$ cat src/rtl/store_buffer_if.sv
// Bundles the store buffer's MEM-stage, flush and data_memory signals.
// master = surrounding core/memory side, slave = the store buffer itself.
interface store_buffer_if;
  logic        st_valid;
  logic        st_ready;
  logic [63:0] st_addr;
  logic [63:0] st_data;
  logic        ld_valid;
  logic [63:0] ld_addr;
  logic [63:0] ld_data;
  logic        flush;
  logic        flush_done;
  logic        empty;
  logic        mem_read;
  logic        mem_write;
  logic [63:0] mem_address;
  logic [63:0] mem_write_data;
  logic [63:0] mem_read_data;

  modport master (
    output st_valid, st_addr, st_data, ld_valid, ld_addr, flush, mem_read_data,
    input  st_ready, ld_data, flush_done, empty, mem_read, mem_write, mem_address,
           mem_write_data
  );

  modport slave (
    input  st_valid, st_addr, st_data, ld_valid, ld_addr, flush, mem_read_data,
    output st_ready, ld_data, flush_done, empty, mem_read, mem_write, mem_address,
           mem_write_data
  );
endinterface

$ cat src/rtl/store_buffer.sv
// Posted-write FIFO between the MEM stage and data_memory: stores retire in one cycle,
// drain when the memory port is idle, and loads forward from the youngest matching entry.
module store_buffer #(
  parameter int DEPTH    = 4,
  parameter int ADDR_LSB = 3,
  parameter int IDX_W    = 8
) (
  input  logic           clk,
  input  logic           reset,
  store_buffer_if.slave  bus
);

  localparam int PTR_W = $clog2(DEPTH);
  localparam logic [PTR_W:0] FULL = (PTR_W+1)'(DEPTH);

  typedef enum logic [1:0] {IDLE, FLUSH, DONE} state_t;

  state_t           state, state_next;
  logic [PTR_W-1:0] head, tail;
  logic [PTR_W:0]   count, count_next;
  logic [IDX_W-1:0] idx_mem  [DEPTH];
  logic [63:0]      data_mem [DEPTH];
  logic             push, pop;
  logic             hit;
  logic [63:0]      fwd_data;
  logic [IDX_W-1:0] st_idx, ld_idx;

  assign st_idx = bus.st_addr[ADDR_LSB+IDX_W-1:ADDR_LSB];
  assign ld_idx = bus.ld_addr[ADDR_LSB+IDX_W-1:ADDR_LSB];

  // Derived from registered state only, so a pop never opens st_ready in the same cycle.
  assign bus.st_ready   = (count != FULL) && (state == IDLE);
  assign bus.empty      = (count == '0);
  assign bus.flush_done = (state == DONE);
  assign push           = bus.st_valid && bus.st_ready;
  assign count_next     = count + (PTR_W+1)'(push) - (PTR_W+1)'(pop);

  // Single memory port: loads win except while flushing, when the core is stalled.
  always_comb begin
    pop                = 1'b0;
    bus.mem_read       = 1'b0;
    bus.mem_write      = 1'b0;
    bus.mem_address    = '0;
    bus.mem_write_data = '0;
    if ((count != '0) && ((state == FLUSH) || !bus.ld_valid)) begin
      pop                = 1'b1;
      bus.mem_write      = 1'b1;
      bus.mem_address    = 64'(idx_mem[head]) << ADDR_LSB;
      bus.mem_write_data = data_mem[head];
    end else if (bus.ld_valid) begin
      bus.mem_read    = 1'b1;
      bus.mem_address = bus.ld_addr;
    end
  end

  // Scan oldest to youngest so the last match wins; the entry draining now still counts.
  always_comb begin
    hit      = 1'b0;
    fwd_data = '0;
    for (int i = 0; i < DEPTH; i++) begin
      if (((PTR_W+1)'(i) < count) && (idx_mem[head + PTR_W'(i)] == ld_idx)) begin
        hit      = 1'b1;
        fwd_data = data_mem[head + PTR_W'(i)];
      end
    end
    bus.ld_data = !bus.ld_valid ? 64'd0 : (hit ? fwd_data : bus.mem_read_data);
  end

  // NOTE: every variable written in always_comb gets a default first, so no latch is inferred.
  always_comb begin
    state_next = state;
    unique case (state)
      IDLE:    if (bus.flush) state_next = FLUSH;
      FLUSH:   if (count_next == '0) state_next = DONE;
      DONE:    state_next = IDLE;
      default: state_next = IDLE;
    endcase
  end

  // NOTE: sequential state uses non-blocking assignments so all registers update together.
  always_ff @(posedge clk or posedge reset) begin
    if (reset) begin
      state <= IDLE;
      head  <= '0;
      tail  <= '0;
      count <= '0;
    end else begin
      state <= state_next;
      count <= count_next;
      if (push) tail <= tail + 1'b1;
      if (pop)  head <= head + 1'b1;
    end
  end

  // NOTE: entry storage is not reset; count alone decides which entries are valid.
  always_ff @(posedge clk) begin
    if (push) begin
      idx_mem[tail]  <= st_idx;
      data_mem[tail] <= bus.st_data;
    end
  end

endmodule

$ cat src/flat_wrapper.sv
// flat-port wrapper written by rule: the top's interface ports become plain ports
module store_buffer_flat 
#(
  parameter int DEPTH    = 4,
  parameter int ADDR_LSB = 3,
  parameter int IDX_W    = 8
)
  (clk, reset, bus_st_valid, bus_st_addr, bus_st_data, bus_ld_valid, bus_ld_addr, bus_flush, bus_mem_read_data, bus_st_ready, bus_ld_data, bus_flush_done, bus_empty, bus_mem_read, bus_mem_write, bus_mem_address, bus_mem_write_data);
  store_buffer_if bus_i ();
  input  logic clk;
  input  logic reset;
  input wire logic [$bits(bus_i.st_valid)-1:0] bus_st_valid;
  input wire logic [$bits(bus_i.st_addr)-1:0] bus_st_addr;
  input wire logic [$bits(bus_i.st_data)-1:0] bus_st_data;
  input wire logic [$bits(bus_i.ld_valid)-1:0] bus_ld_valid;
  input wire logic [$bits(bus_i.ld_addr)-1:0] bus_ld_addr;
  input wire logic [$bits(bus_i.flush)-1:0] bus_flush;
  input wire logic [$bits(bus_i.mem_read_data)-1:0] bus_mem_read_data;
  output wire logic [$bits(bus_i.st_ready)-1:0] bus_st_ready;
  output wire logic [$bits(bus_i.ld_data)-1:0] bus_ld_data;
  output wire logic [$bits(bus_i.flush_done)-1:0] bus_flush_done;
  output wire logic [$bits(bus_i.empty)-1:0] bus_empty;
  output wire logic [$bits(bus_i.mem_read)-1:0] bus_mem_read;
  output wire logic [$bits(bus_i.mem_write)-1:0] bus_mem_write;
  output wire logic [$bits(bus_i.mem_address)-1:0] bus_mem_address;
  output wire logic [$bits(bus_i.mem_write_data)-1:0] bus_mem_write_data;
  assign bus_i.st_valid = bus_st_valid;
  assign bus_i.st_addr = bus_st_addr;
  assign bus_i.st_data = bus_st_data;
  assign bus_i.ld_valid = bus_ld_valid;
  assign bus_i.ld_addr = bus_ld_addr;
  assign bus_i.flush = bus_flush;
  assign bus_i.mem_read_data = bus_mem_read_data;
  assign bus_st_ready = bus_i.st_ready;
  assign bus_ld_data = bus_i.ld_data;
  assign bus_flush_done = bus_i.flush_done;
  assign bus_empty = bus_i.empty;
  assign bus_mem_read = bus_i.mem_read;
  assign bus_mem_write = bus_i.mem_write;
  assign bus_mem_address = bus_i.mem_address;
  assign bus_mem_write_data = bus_i.mem_write_data;
  store_buffer #(.DEPTH(DEPTH), .ADDR_LSB(ADDR_LSB), .IDX_W(IDX_W)) u_core (.clk(clk), .reset(reset), .bus(bus_i));
endmodule
$ cat config.mk
export PLATFORM = sky130hd
export DESIGN_NAME = store_buffer_flat
export DESIGN_NICKNAME = d
export VERILOG_FILES = /design/src/rtl/store_buffer_if.sv /design/src/rtl/store_buffer.sv /design/src/flat_wrapper.sv
export SDC_FILE = /design/constraint.sdc
export NUM_CORES = 1
export LEC_CHECK = 0
export ABC_AREA = 1
export BUFFER_PORTS_ARGS = -buffer_cell sky130_fd_sc_hd__buf_2
export CELL_PAD_IN_SITES_DETAIL_PLACEMENT = 1
export CELL_PAD_IN_SITES_GLOBAL_PLACEMENT = 1
export CORE_MARGIN = 1
export CORE_UTILIZATION = 30
export CTS_BUF_LIST = sky130_fd_sc_hd__clkbuf_4 sky130_fd_sc_hd__clkbuf_8 sky130_fd_sc_hd__clkbuf_16
export DETAILED_ROUTE_END_ITERATION = 6
export GPL_TIMING_DRIVEN = 0
export PLACE_DENSITY_LB_ADDON = 0.1
export SLEW_MARGIN = 20
export SYNTH_ARGS = -nofsm -noshare
export SYNTH_HDL_FRONTEND = slang
export SYNTH_SLANG_ARGS = --single-unit
$ cat constraint.sdc
create_clock -name clk -period 10.5 [get_ports clk]
set_clock_uncertainty 0.05 [all_clocks]
set_input_delay 0.525 -clock clk [delete_from_list [all_inputs] [get_ports clk]]
set_output_delay 0.525 -clock clk [all_outputs]
set_load 0.05 [all_outputs]
==> summary.txt, run 1 <==
Die
  • Site row count: 96
  • IO Count: ~460
  • Core ar.: between 60000 and 70000 um^2
  • Die area: slightly above 70000 um^2
  • Initial Util: between 30% and 40%
  • Die width: 266.4 um
  • Die Ht: between 200 and 300 um

Clock network
  • Sink Count: 297
  • Clock latency on the worst-skew pair: 0.57 ns
  • Reg clk slew, reported paths: around 0.06 ns
  • Post-CTS setup buffer count: 0
  • CTS buffer count: 39
  • Clock Tree Buf Depth: 3
  • Post-cts sizing count: 0
  • Clk root buf: clkbuf_16
  • CTS tree: yes
  • CTS H-tree lvls: 2

Yosys
  • Library cells used by synthesis: 31
  • Synth area leaders: edfxtp_1 41%, nand2_1 19%, o21ai_0 12%, nor2_1 7.2%, inv_1 6.6%
  • Sequential area share after synthesis: a little over two fifths
  • Mapped Area: 20970 um^2
  • #FFs+latches synth: around 300
  • Syn avg cell area: ~6.7 um^2
  • Cell taking the most area after synthesis: edfxtp_1
  • Syn_nets: 3411
  • Post-synth top area share: 41.24%
  • Syn Inst Count: 3141
  • Yosys warning count: 0

Finish
  • Fill cells: slightly below 9000
  • Most frequent cells in the layout: 1035 x nand2_1, 497 x o21ai_0, 452 x buf_2
  • Utilization after layout: a little under two fifths
  • Share of cells above drive strength 1: 15.91%
  • Layout overhead on the synthesized area: 23.81%
  • Final net count: 3871
  • Commonest non-fill, non-tap cell in the layout: nand2_1

Worst setup path
  • Crit path launch type: register
  • Worst Path Arrival: 4.30 ns
  • Critical-path maximum fanout: 10
  • Register-to-register path setup slack: between 7 and 8 ns
  • Critical path data required time: 9.93 ns
  • WS Path Type: register to output pin
  • CP endpoint kind: output pin

Timing
  • Final Slew Violations: 0
  • Final setup viols: 0
  • Relative max-transition margin: 32.89%
  • RSZ-0062 raised after global routing: false
  • Worst-Margin Slew: 1.007 ns
  • Final period utilization: 46.40%
  • Worst hold margin: between 0.1 and 0.15 ns
  • Tmin final: 4.872 ns
  • Post-Route Setup TNS: 0 ns
  • Final Hold Fails: 0
  • Fmax: between 0.2 and 0.25 GHz

Global route
  • Total track usage: 28.68%
  • Vias in the first global route: 23940
  • Initial antenna violation count: 7
  • Overflow after GRT: 0
  • Largest net degree at the start of global routing: 20
  • First-pass GRT wire length: 151100 um

Drt
  • Initial DRC count: 1405
  • Routed len/inst: roughly 23 um
  • Number of remaining DRC errors: 0
  • Post-Route WL: 103200 um
  • First-pass DRT Iterations: 5
  • Via density: roughly 5.1
  • Vias: 23380
  • ANT nets after route: 0

Place
  • Dpl hpwl: between 70000 and 80000 um
  • I/O Buffers: 399
  • Routability cong.: 0.8805

Pwr
  • PD cells: 320.1 nW/um^2
  • Peak supply drop: 0.0001499 V
  • Leakage: between 10 and 15 nW

Hold path
  • Worst hold path type: primary input to register

Status
  • Outcome: finished, final reports clean

Flow run
  • Max cap viols: 0
layout make-up:
| class | count | area, um^2 | share of cell area (%) |
|---|---|---|---|
| antenna | 2 | 5.005 | 0.01928 |
| buffer | 216 | 1044 | 4.019 |
| clock buffer | 53 | 1147 | 4.419 |
| clock inverter | 19 | 157.7 | 0.6072 |
| inverter | 372 | 1396 | 5.378 |
| multi-input combinational | 2256 | 9691 | 37.32 |
| sequential | 297 | 8874 | 34.18 |
| tap | 931 | 1165 | 4.487 |
| timing repair buffer | 419 | 2485 | 9.571 |
logic make-up (layout without fill, tap and decap cells):
group / Yosys count / in the layout / synth area share [%]
AOI/OAI and AO/OA: 597 / 597 / 14.33
xor gates and xnor gates: 9 / 9 / 0.3759
adders and majority gates: 9 / 9 / 0.5728
buffers and inverters: 588 / 1079 / 11.62
DFF: 297 / 297 / 42.31
other: 0 / 2 / 0
and+or+nand+nor: 1641 / 1641 / 30.79
Yosys cell counts:
cell,count
nor2_4,1
nor2_1,404
o22ai_1,8
fa_1,1
buf_2,52
o21ai_0,497
ha_1,8
inv_2,2
o21ai_1,21
nand3b_1,1
nand2_1,1035
nor2_8,1
nand4_1,3
buf_6,15
inv_1,370
nor3_1,1
and2_1,1
dfrtp_1,9
xor2_1,9
a311oi_1,1
nand2_2,1
nand4_2,1
a21oi_1,69
or3_1,1
edfxtp_1,288
buf_1,28
buf_4,14
a22o_1,1
nand3_2,1
clkbuf_1,107
nand3_1,190
state kept, by name, summed over array words and instances (netlist names):
name and flops:
u_core.count 3, u_core.head 2, u_core.data_mem 256, u_core.tail 2, u_core.state 2, u_core.idx_mem 32
where the power goes:
part           switching [mW]  internal [mW]  leakage (nW)  total, mW
sequential             0.0576           1.47          2.71       1.52
clock                   0.552          0.816         0.650       1.37
combinational            4.22           1.20          9.05       5.42
total                    4.83           3.48          12.4       8.31
per-layer routing:
layer / global-route usage, % / wire [um]
met1: 35.22 / 42830
met2: 51.12 / 50860
met3: 3.718 / 5814
met4: 10.14 / 3712
met5: 0 / 22
worst paths after layout:
check                                               to       startpoint  depth (start not counted)
worst max-delay path                    bus_ld_data[0]   u_core.head[1]                         11
worst max register to register         u_core.state[0]  u_core.state[0]                         15
max in group asynchronous              u_core.count[0]            reset                          3
min in group asynchronous               u_core.tail[1]            reset                          3
worst min register to register         u_core.state[1]  u_core.state[1]                          3
worst min-delay path            u_core.data_mem[2][27]  bus_st_data[27]                          1
metrics by stage:
stage | cells | setup slack [ns] | power (mW) | area (um^2)
final | 4565 | 5.628 | 8.310 | 25960
after global routing | 4563 | 5.474 | 8.828 | 25960
after CTS | 4563 | 5.665 | 8.340 | 25960
after detailed placement | 4490 | 6.275 | 6.946 | 24640
after global placement | 4471 | 1.879 | 6.813 | 24130
after floorplan | 3141 | 4.652 | 4.965 | 20970
repair_timing:
| item | in CTS | in global routing |
|---|---|---|
| setup endpoints to repair | 0 | 0 |
| hold endpoints to repair | 9 | 0 |
| hold buffers | 1 | 0 |
worst max-delay path, stage by stage, from the launching register on:
cell and delay (ns):
dfrtp_1 0.40, inv_1 0.12, clkbuf_1 0.54, clkbuf_1 0.81, buf_1 0.56, nand2_1 0.12
o21ai_1 0.24, nand3_1 0.13, nand3_1 0.09, nand2_1 0.05, a21oi_1 0.32, buf_2 0.34
(Power assumes the default switching activity.)
==> run 2, diff against run 1 <==
==> constraint.sdc (replaced) <==
create_clock -name clk -period 4 [get_ports clk]
set_clock_uncertainty 0.05 [all_clocks]
set_input_delay 0.2 -clock clk [delete_from_list [all_inputs] [get_ports clk]]
set_output_delay 0.2 -clock clk [all_outputs]
set_load 0.05 [all_outputs]
==> summary.txt, run 2 (synthesized netlist as in run 1, its figures left out) <==
Status
  • Outcome: finished, final reports clean

Pwr
  • Peak supply drop: 0.0005127 V
  • Int Power: between 9 and 10 mW
  • Tot Pwr: 22.54 mW
  • Sw Ratio: a little under three fifths
  • PD cells: a little over 800 nW/um^2
  • Sw power: ~13 mW
  • Power share of the sequential group: 17.7%
  • Power share of the clock group: 18.2%
  • Logic pwr share: between 60% and 70%
  • Leakage: 12.98 nW

Die
  • Initial Util: a little under a third
  • Die Ht: roughly 270 um
  • Site row count: 96
  • Die width: 266.4 um
  • Die area: about 70000 um^2
  • IO Count: 458
  • Core ar.: 68830 um^2

Clock network
  • CTS buffer count: 40
  • CTS tree: yes
  • CTS H-tree lvls: 2
  • Clock Tree Buf Depth: 3
  • Sink Count: approximately 300
  • Clock latency on the worst-skew pair: around 0.57 ns
  • Clk root buf: clkbuf_16
  • Reg clk slew, reported paths: approximately 0.06 ns

Finish
  • Top Registers: u_core.data_mem x256, u_core.idx_mem x32, u_core.count x3
  • Share of cells above drive strength 1: between 15 and 20%
  • Layout overhead on the synthesized area: 29.63%
  • Final net count: 3951
  • Most frequent cells in the layout: 1035 x nand2_1, 487 x o21ai_0, 417 x buf_2
  • Top reg by flops: u_core.data_mem
  • Max reg flops: 256
  • Utilization after layout: 39.50%
  • Final non-filler cell total: 4644
  • Fill cells: between 8000 and 9000
  • Commonest non-fill, non-tap cell in the layout: nand2_1

Worst setup path
  • Top cell family by delay on the critical path: buffers and inverters
  • Crit path launch type: register
  • WS Path Type: register to output pin
  • WP buf/inv: 5
  • Worst path max stage delay: 0.51 ns
  • Cells on worst reg2reg path: 13
  • Slowest stage cell, crit path: buf_1
  • Levels on crit path: 11
  • Critical-path maximum fanout: 10
  • Worst Path Arrival: 3.66 ns
  • CP endpoint kind: output pin
  • Critical path data required time: about 3.8 ns
  • Critical path cell sequence: inv_1 -> clkbuf_2 -> clkbuf_2 -> buf_1 -> nand2_1 -> o21ai_1 -> nand3_1 -> nand3_1 -> nand2_1 -> a21oi_2 -> buf_4

Place
  • Setup WS pre-CTS: 0.03876 ns
  • Routability cong.: 0.8932
  • Dpl hpwl: 78210 um
  • Placed instance count: 4489
  • I/O Buffers: 399

Drt
  • Post-Route WL: 104300 um
  • First-pass DRT Iterations: 7
  • Initial DRC count: 1546
  • ANT nets after route: 0
  • Number of remaining DRC errors: 0
  • Routed len/inst: 22.45 um
  • Vias: about 24000
  • Via density: between 5 and 6

Timing
  • Final Slew Violations: 0
  • Tmin final: 3.909 ns
  • Worst-Margin Slew: 0.8761 ns
  • Worst hold margin: 0.1324 ns
  • Relative max-transition margin: 41.59%
  • Final setup viols: 0
  • Fmax: 0.2558 GHz
  • Final Hold Fails: 0
  • Final period utilization: 97.72%
  • Post-route setup slack: 0.09101 ns

Global route
  • Overflow after GRT: 0
  • Largest net degree at the start of global routing: 19
  • First-pass GRT wire length: ~150000 um
  • Initial antenna violation count: 8
  • Vias in the first global route: 24190
  • Total track usage: roughly 29%

Hold path
  • Worst hold path type: primary input to async pin

Flow run
  • Max cap viols: 0
==> run 2: cell types whose count changed in the layout (fill, tap and decap cells not counted), sizes merged <==
cell	change
buf	-10
bufinv	+8
clkbuf	+10
clkinv	-1
diode	-1
dlygate4sd3	+73
==> run 2: tightest hold or removal path, stage by stage <==
cell	delay (ns)
dlygate4sd3_1	0.55
buf_2	0.12
inv_1	0.31
==> run 2: power groups by stage <==
stage / Combinational (mW) / Clock [mW] / Sequential [mW]
2_1_floorplan: 9.01 / 0 / 4.02
4_1_cts: 14.4 / 4.16 / 4.00
6_report: 14.4 / 4.09 / 4.00
3_3_place_gp: 13.7 / 0 / 4.08
3_5_place_dp: 14.1 / 0 / 4.06
5_1_grt: 15.6 / 4.24 / 4.03
==> run 2: metrics by stage <==
step | cell area [um^2] | setup TNS (ns)
after global placement | 24170 | -14.29
final | 27190 | 0
after global routing | 27180 | -0.001243
after detailed placement | 24620 | 0
after CTS | 27000 | -0.01641
after floorplan | 21010 | 0
==> run 2: repair_timing <==
| action | CTS | global route |
|---|---|---|
| buffers inserted | 3 | 4 |
| pin swaps | 1 | 2 |
| resized for setup | 60 | 75 |
| hold buffers | 74 | 0 |
| cloned | 0 | 0 |
| endpoints found under the hold margin | 298 | 0 |
| setup endpoints to repair | 125 | 64 |
==> run 2: layer usage <==
layer | wire length [um] | GRT usage, % | vias up | share of wire (%)
met5 | 48 | 0 | - | 0.046
met4 | 3923 | 10.87 | 8 | 3.8
met2 | 51340 | 50.77 | 784 | 49
met1 | 43220 | 35.03 | 11710 | 41
li1 | - | - | 11100 | -
met3 | 5733 | 3.570 | 207 | 5.5
==> run 2: worst paths after layout <==
kind	start	end	slack, ns
setup / recovery	u_core.head[1]	bus_ld_data[7]	0.09
hold / removal	reset	u_core.tail[0]	0.13
setup reg to reg	u_core.count[1]	u_core.state[0]	0.31
hold reg to reg	u_core.state[1]	u_core.state[1]	0.60
max in group asynchronous	reset	u_core.state[0]	3.46
min in group clk	bus_st_valid	u_core.tail[0]	0.22
==> run 2: final cells by class <==
| class | instances | area (um^2) | share of cell area [%] |
|---|---|---|---|
| clock inverter | 26 | 402.9 | 1.482 |
| sequential | 297 | 8874 | 32.64 |
| timing repair buffer | 498 | 3336 | 12.27 |
| tap | 931 | 1165 | 4.285 |
| clock buffer | 47 | 1089 | 4.004 |
| antenna | 1 | 2.502 | 0.009205 |
| multi-input combinational | 2256 | 9769 | 35.94 |
| inverter | 372 | 1396 | 5.136 |
| buffer | 216 | 1152 | 4.239 |
==> run 3, diff against run 2 <==
--- a/config.mk
+++ b/config.mk
@@ -9,6 +9,7 @@
 export BUFFER_PORTS_ARGS = -buffer_cell sky130_fd_sc_hd__buf_2
 export CELL_PAD_IN_SITES_DETAIL_PLACEMENT = 1
 export CELL_PAD_IN_SITES_GLOBAL_PLACEMENT = 1
+export CORE_ASPECT_RATIO = 1.25
 export CORE_MARGIN = 1
 export CORE_UTILIZATION = 30
 export CTS_BUF_LIST = sky130_fd_sc_hd__clkbuf_4 sky130_fd_sc_hd__clkbuf_8 sky130_fd_sc_hd__clkbuf_16
==> summary.txt, run 3 (synthesized netlist as in run 1, its figures left out) <==
Clock network
  • CTS H-tree lvls: 2
  • Reg clk slew, reported paths: 0.06 ns
  • Clock latency on the worst-skew pair: 0.55 ns
  • CTS buffer count: 37
  • Sink Count: 297
  • Clk root buf: clkbuf_16
  • Clock Tree Buf Depth: 3
  • CTS tree: yes

Status
  • Outcome: finished, final reports clean

Drt
  • Detail Route met2 WL: ~53000 um
  • Wl on met1: 43800 um
  • Post-Route WL: 105700 um
  • Top sig layer: met5
  • Met3 wire len: between 4000 and 5000 um
  • Vias: 23870
  • Initial DRC count: ~1500
  • Number of remaining DRC errors: 0
  • First-pass DRT Iterations: 5
  • ANT nets after route: 0
  • Routed len/inst: 22.80 um
  • Via density: 5.147

Worst setup path
  • Levels on crit path: 10
  • Critical R2R Launch: u_core.state[0]
  • Worst path max stage delay: 0.60 ns
  • Cells on worst reg2reg path: 15
  • WP buf/inv: 4
  • WS Path Type: register to output pin
  • Critical path data required time: ~3.8 ns
  • Critical Path Source: u_core.head[0]
  • Worst Path Arrival: 3.66 ns
  • Critical-path maximum fanout: 10
  • CP endpoint kind: output pin
  • Top cell family by delay on the critical path: buffers and inverters
  • Critical path cell sequence: buf_4 -> buf_2 -> clkbuf_1 -> o21ai_0 -> o21ai_0 -> nand3_1 -> nand3_1 -> nand2_1 -> a21oi_1 -> buf_2
  • Crit path launch type: register
  • Slowest stage cell, crit path: clkbuf_1

Pwr
  • Peak supply drop: 0.0004286 V
  • Leakage: 12.85 nW
  • PD cells: 822.0 nW/um^2

Die
  • Initial Util: 30.25%
  • IO Count: approximately 460
  • Die width: 238.5 um
  • Die area: slightly above 70000 um^2
  • Site row count: approximately 110
  • Core ar.: 69320 um^2
  • Die Ht: between 200 and 300 um

Global route
  • Vias in the first global route: 24590
  • Total track usage: 29.25%
  • Overflow after GRT: 0
  • First-pass GRT wire length: 154200 um
  • Largest net degree at the start of global routing: 20
  • Initial antenna violation count: 7

Place
  • Routability cong.: between 0.9 and 1
  • Setup WS pre-CTS: -0.1147 ns
  • Dpl hpwl: ~78000 um
  • Placed instance count: ~4500
  • I/O Buffers: 399
  • DP Area: about 25000 um^2

Finish
  • Final net count: 3943
  • Share of cells above drive strength 1: between 15 and 20%
  • Top Registers: u_core.data_mem x256, u_core.idx_mem x32, u_core.count x3
  • Final non-filler cell area: 26950 um^2
  • Layout overhead on the synthesized area: 28.51%
  • Commonest non-fill, non-tap cell in the layout: nand2_1
  • Most frequent cells in the layout: 1035 x nand2_1, 496 x o21ai_0, 402 x buf_2
  • Final non-filler cell total: 4637
  • Utilization after layout: a little under 40%
  • Max reg flops: 256
  • Top reg by flops: u_core.data_mem

Timing
  • Final Hold Fails: 0
  • Post-route setup slack: 0.09297 ns
  • Final setup viols: 0
  • Fmax: 0.2559 GHz
  • Final Slew Violations: 0
  • Final period utilization: 97.68%
  • Tmin final: 3.907 ns
  • Worst-Margin Slew: ~1.0 ns
  • Relative max-transition margin: between 30% and 40%

Flow run
  • Max cap viols: 0

Hold path
  • Worst hold path type: primary input to async pin
==> run 3: cell type report <==
cell class	count	area [um^2]
fillers	8907	42370
multi-input cells	2256	9781
flip-flops and latches	297	8874
repair buffers	494	3281
inverters	372	1396
well taps	935	1170
plain buffers	215	1152
clock buffers	41	997.2
clock inverters	26	297.8
diodes	1	2.502
==> run 3: final timing paths <==
kind / to / slack (ns)
max in group asynchronous: u_core.tail[0] / 3.50
max: bus_ld_data[57] / 0.09
min reg2reg: u_core.state[1] / 0.57
max reg2reg: u_core.state[0] / 0.41
min in group clk: u_core.tail[0] / 0.25
min: u_core.head[0] / 0.13
==> run 3: metal layers <==
metal,vias to the layer above,global-route usage [%]
li1,11080,-
met1,11800,35.89
met4,12,12.35
met5,-,0
met3,228,2.895
met2,745,51.75
==> run 3: what timing repair did <==
item	4_1_cts	5_1_grt
hold buffers	74	0
hold endpoints to repair	298	0
pin swaps	2	1
setup buffers	5	0
gates resized for setup	76	72
setup endpoints to repair	110	64
==> run 3: stage by stage <==
stage                     hold WS, ns     TNS, ns  power (mW)
after floorplan              -0.02208           0       13.03
after global placement         0.1219      -11.36       17.91
after detailed placement       0.1432     -0.2851       18.27
after CTS                     0.09989  -0.0004130       22.09
after global routing           0.1671  -0.0006661       23.38
final                          0.1250           0       22.15
==> run 3: worst register-to-register path, delay by kind of cell (launching register included) <==
kind	cells	cell delay, ns
AND/OR/NAND/NOR	4	0.87
XOR/XNOR	1	0.18
adder cells (fa/ha/maj)	3	0.87
AO/OA/AOI/OAI	1	0.19
buffers and inverters	6	0.91
flip-flops	1	0.40
==> run 3: report_power, final <==
part	total (mW)	leakage [nW]	internal (mW)	switching, mW
combinational	14.5	9.50	3.29	11.2
sequential	4.00	2.71	3.84	0.153
clock	3.63	0.636	2.19	1.44
